==> src/rtl/interrupt_controller.sv <==
// 8-source memory-mapped interrupt controller: edge-detects peripheral events into
// pending flags, masks and priority-encodes them, and runs an irq/ack/done handshake.
module interrupt_controller #(
  parameter logic [7:0] BASE_ADDR  = 8'h10,
  parameter logic [7:0] RESET_MASK = 8'h00
) (
  input  logic       clk,
  input  logic       rst,
  input  logic [7:0] din,
  input  logic [7:0] address,
  input  logic       w_en,
  input  logic       r_en,
  output logic [7:0] dout,
  input  logic [7:0] irq_src,
  output logic       irq,
  output logic [2:0] irq_vector,
  input  logic       irq_ack,
  input  logic       irq_done
);

  localparam int unsigned NSRC = 8;
  localparam int unsigned VW   = 3;

  localparam logic [1:0] OFS_IMASK = 2'd0;
  localparam logic [1:0] OFS_IFLAG = 2'd1;
  localparam logic [1:0] OFS_ICTRL = 2'd2;
  localparam logic [1:0] OFS_IVEC  = 2'd3;

  typedef enum logic [1:0] {IDLE, REQ, SERVICE} state_t;

  state_t          state, state_nxt;
  logic [NSRC-1:0] src_q, iflag, imask;
  logic            gie;
  logic [NSRC-1:0] events, active, sw_clr, ack_clr;
  logic [VW-1:0]   winner, vec_nxt;
  logic            irq_nxt;
  logic [7:0]      offset, rdata;
  logic            hit, wr_hit, rd_hit, in_service;

  // Register window decode
  assign offset = address - BASE_ADDR;
  assign hit    = (offset[7:2] == 6'd0);
  assign wr_hit = w_en & hit;
  assign rd_hit = r_en & hit;

  assign events     = irq_src & ~src_q;
  assign active     = iflag & imask;
  assign in_service = (state == SERVICE);

  assign sw_clr  = (wr_hit && offset[1:0] == OFS_IFLAG) ? din : '0;
  assign ack_clr = (state == REQ && irq_ack) ? (NSRC'(1) << irq_vector) : '0;

  // Lowest set index of the active set wins
  always_comb begin
    winner = '0;
    for (int i = NSRC - 1; i >= 0; i--) begin
      if (active[i]) winner = VW'(i);
    end
  end

  always_ff @(posedge clk) begin
    if (rst) begin
      state      <= IDLE;
      irq        <= 1'b0;
      irq_vector <= '0;
    end else begin
      state      <= state_nxt;
      irq        <= irq_nxt;
      irq_vector <= vec_nxt;
    end
  end

  // Handshake FSM; irq is asserted exactly while the registered state is REQ
  always_comb begin
    state_nxt = state;
    vec_nxt   = irq_vector;
    irq_nxt   = 1'b0;
    case (state)
      IDLE: begin
        if (gie && (active != '0)) begin
          state_nxt = REQ;
          vec_nxt   = winner;
          irq_nxt   = 1'b1;
        end
      end
      REQ: begin
        if (irq_ack) begin
          state_nxt = SERVICE;
        end else if (!gie || !active[irq_vector]) begin
          state_nxt = IDLE;
        end else begin
          irq_nxt = 1'b1;
        end
      end
      SERVICE: begin
        if (irq_done) state_nxt = IDLE;
      end
      default: state_nxt = IDLE;
    endcase
  end

  // Event set wins over software and acknowledge clears in the same cycle
  always_ff @(posedge clk) begin
    if (rst) begin
      src_q <= '0;
      iflag <= '0;
      imask <= RESET_MASK;
      gie   <= 1'b0;
    end else begin
      src_q <= irq_src;
      iflag <= (iflag & ~(sw_clr | ack_clr)) | events;
      if (wr_hit && offset[1:0] == OFS_IMASK) imask <= din;
      if (wr_hit && offset[1:0] == OFS_ICTRL) gie <= din[0];
    end
  end

  always_comb begin
    rdata = '0;
    case (offset[1:0])
      OFS_IMASK: rdata = imask;
      OFS_IFLAG: rdata = iflag;
      OFS_ICTRL: rdata = {6'd0, in_service, gie};
      OFS_IVEC:  rdata = {irq, 4'd0, irq_vector};
      default:   rdata = '0;
    endcase
  end

  always_ff @(posedge clk) begin
    if (rst)         dout <= '0;
    else if (rd_hit) dout <= rdata;
  end

endmodule
==> config.mk <==
export PLATFORM = sky130hd
export DESIGN_NAME = interrupt_controller
export DESIGN_NICKNAME = d
export VERILOG_FILES = /design/src/rtl/interrupt_controller.sv
export SDC_FILE = /design/constraint.sdc
export NUM_CORES = 1
export LEC_CHECK = 0
export CORE_ASPECT_RATIO = 1.25
export CORE_MARGIN = 1
export CORE_UTILIZATION = 45
export CTS_CLUSTER_DIAMETER = 100
export CTS_CLUSTER_SIZE = 14
export DETAILED_ROUTE_END_ITERATION = 8
export PLACE_DENSITY = 0.84
export SLEW_MARGIN = 10
export SYNTH_ARGS = -nofsm -noshare
export SYNTH_HDL_FRONTEND = slang
export SYNTH_SLANG_ARGS = --single-unit
==> constraint.sdc <==
create_clock -name clk -period 1.9 [get_ports clk]
set_clock_uncertainty 0.1 [all_clocks]
set_input_delay 0.285 -clock clk [delete_from_list [all_inputs] [get_ports clk]]
set_output_delay 0.285 -clock clk [all_outputs]
set_load 0.01 [all_outputs]
==> reports/qor.log <==
[outcome] result of the run finished clean
[critical_path] CP cell instances dlygate4sd2_1 -> or4b_4 -> buf_6 -> nor4b_4 -> buf_6 -> mux2i_1 -> nor2_1
[floorplan] y dimension of the die 73.4 µm
[cts] Bufs on Longest Clock Path 2
[final_layout] number of inserted diodes 0
[power] power density over the cells 690 nW/µm²
[cts] CTS tree yes
[logic_synthesis] mean cell area of the mapped netlist 9.05 µm²
[floorplan] top-level I/O count 42
[logic_synthesis] count of flip-flops with a built-in enable after synthesis 0
[cts] # H-tree levels 2
[timing] post-route fraction of the period consumed by the critical path 0.981
[timing] final number of hold-violating endpoints 0
[drt] average routed wire per standard cell 13.5 µm
[timing] # setup viols final 0
[drt] vias after detailed routing 1663
[critical_path] element type at the critical path end flip-flop
[logic_synthesis] most numerous cell in the Yosys netlist dfxtp_1
[placed_design] Post-Place Setup Slack -0.385 ns
[logic_synthesis] ys async rst share 0
[critical_path] dominant delay contributor by cell family on the critical path simple AND/OR/NAND/NOR gates
[floorplan] Die Area 4340 µm²
[drt] wirelength, routed 4.13 mm
[final_layout] share of cells above drive strength 1 0.111
[global_route] vias in the first global route 1523
[floorplan] Core Rows 25
[logic_synthesis] top cell type's share of synthesized area 0.425
[placed_design] weighted congestion reported at the end of routability-driven placement 0.944
[logic_synthesis] synthesized netlist net count 233
[final_layout] area overhead of the layout relative to synthesis 35.9%
[cts] clock-pin slew reported for the worst setup and hold paths after clock tree synthesis 0.07 ns
[global_route] gr busiest metal met2
[logic_synthesis] library cell with the largest summed area after synthesis dfxtp_1
[floorplan] Die W 59.1 µm
[final_layout] Layout Cells excl Fill 306
[logic_synthesis] Main synth FF type dfxtp_1
[logic_synthesis] Yosys cell types 37
[cts] clock latency on the worst-skew pair 0.29 ns
[global_route] number of antenna violations at the first check in global routing 0
[timing] fmax 537 MHz
[logic_synthesis] most numerous cell types in the synthesized netlist dfxtp_1, nand2_1, nor2_1
[global_route] grt ovf 0
[timing] minimum clock period after layout 1.86 ns
[critical_path] Data arrival, critical path 1.95 ns
[logic_synthesis] largest cells by area after synthesis dfxtp_1, mux2i_1, nor2b_1, nand2_1, a41o_1
[drt] DRT Pass-1 Iters 4
[drt] Avg Vias per Cell 5.43
[logic_synthesis] Syn. warnings 0
[worst_hold_path] Min-Delay Path Class flip-flop to flip-flop
[timing] transition time of the tightest slew-check pin 0.392 ns
[critical_path] largest driver fanout on the critical path 8
[global_route] met1 GRT Util 0.233
[floorplan] Core ar. 3850 µm²
[timing] Setup TNS 0 ns
[placed_design] count of input and output buffers 41
[critical_path] stage delay of the slowest cell on the critical path 0.57 ns
[drt] initial detailed-routing violation count 47
[critical_path] critical path startpoint category primary input
[floorplan] effective utilization at floorplan 0.477
[global_route] total routing resource utilization after global routing 0.218
[critical_path] Critical Path RT 1.99 ns
[placed_design] HPWL after DPL 3.16 mm
[critical_path] crit path max-delay cell type or4b_4
[drt] DRC violation count after routing 0
[power] total leakage power 0.967 nW
[cts] TritonCTS Sinks 39
[cts] total clock buffers created by CTS 5
[global_route] GR met3 Demand/Resource 0.0528
[power] worst supply voltage drop on vdd 497 µV
[final_layout] nets 281
[logic_synthesis] synthesized flop and latch total 39
[critical_path] Buf/Inv on CP 3
[cts] clock tree root buffer cell clkbuf_8
[critical_path] type of the worst setup path primary input to flip-flop
[timing] final setup slack of the worst path 0.0361 ns
[global_route] met2 track demand over resource 0.384
[logic_synthesis] cells after synthesis 203
[global_route] largest net degree at the start of global routing 31
[critical_path] most prevalent standard cell on the critical path buf_6
[logic_synthesis] post-synthesis sequential area ratio 0.425
[logic_synthesis] netlist area before placement 1840 µm²
[cts] hold_buf cts 0
[timing] number of slew-limit violations in the final report 0
[run] count of maximum capacitance violations 0
[drt] remaining antenna violation count 0
[timing] Max-slew headroom 0.735
[global_route] global-route wire length before repair 6.91 mm
[placed_design] Cell Count Post-Placement 297
per-stage QoR:
step / utilization / cell area, µm² / total power (W) / hold WS, ns
6_report: 0.649 / 2500 / 0.00172 / 0.353
4_1_cts: 0.642 / 2470 / 0.00173 / 0.357
2_1_floorplan: - / 1840 / 0.000942 / 0.264
3_3_place_gp: 0.611 / 2350 / 0.00103 / 0.342
5_1_grt: 0.649 / 2500 / 0.00179 / 0.374
3_5_place_dp: 0.611 / 2350 / 0.00103 / 0.347
what timing repair did:
item,CTS,global route
pin swaps,7,3
gates resized for setup,4,6
endpoints found under the setup margin,17,4
buffers inserted,1,0
placed cells by master (no fill, tap or decap), drive strengths merged, types with 2 or more instances in the layout:
cell           count
nor2b             18
dlygate4sd2        4
nand2b             4
dfxtp             39
nor2              20
nor3               2
or3                5
a21oi              9
buf                9
nor4               2
o21ai              5
clkdlybuf4s50     37
nand3              9
a22oi              4
a41o               9
mux4               3
inv                5
mux2i             19
clkbuf             6
nand2             26
area by class of cell:
class | count | area (µm²)
clock buffers | 6 | 82.6
clock inverters | 2 | 35.0
well taps | 54 | 67.6
inverters | 5 | 18.8
repair buffers | 50 | 493
flip-flops and latches | 39 | 782
multi-input cells | 150 | 1020
fillers | 329 | 1350
layer usage:
metal / up-vias / part of all wire / wire length (µm)
met3: 11 / 0.039 / 162
met2: 44 / 0.53 / 2170
met4: 0 / 0.031 / 129
li1: 823 / - / -
met1: 785 / 0.40 / 1660
met5: - / 0 / 0
logic make-up after synthesis:
kind of cell,after synthesis,share of synthesized area
buf+inv,14,0.0334
flops,39,0.425
simple gates,95,0.268
mux,22,0.140
compound gates,33,0.133
flip-flops by register name, indices dropped and copies added (netlist names):
signal and cells:
dout 8, iflag 8, imask 8, src_q 8, irq_vector 3, state 2
gie 1, irq 1
worst paths after layout:
kind	startpoint	to	slack, ns	depth (start not counted)
hold reg to reg	dout[3]	dout[3]	0.35	2
setup / recovery	address[6]	imask[5]	0.04	7
hold / removal	dout[3]	dout[3]	0.35	2
setup reg to reg	irq_vector[2]	state[0]	0.33	3
worst reg2reg max path: stages (launching register included):
cell	delay [ns]
dfxtp_1	0.51
mux4_2	0.54
and2_1	0.20
o21ai_0	0.15
where the power goes:
part / internal (W) / switching (W)
registers: 0.000843 / 0.0000256
clock network: 0.000425 / 0.000281
logic: 0.0000929 / 0.0000545
No activity file was read; power rests on OpenSTA's default activity.
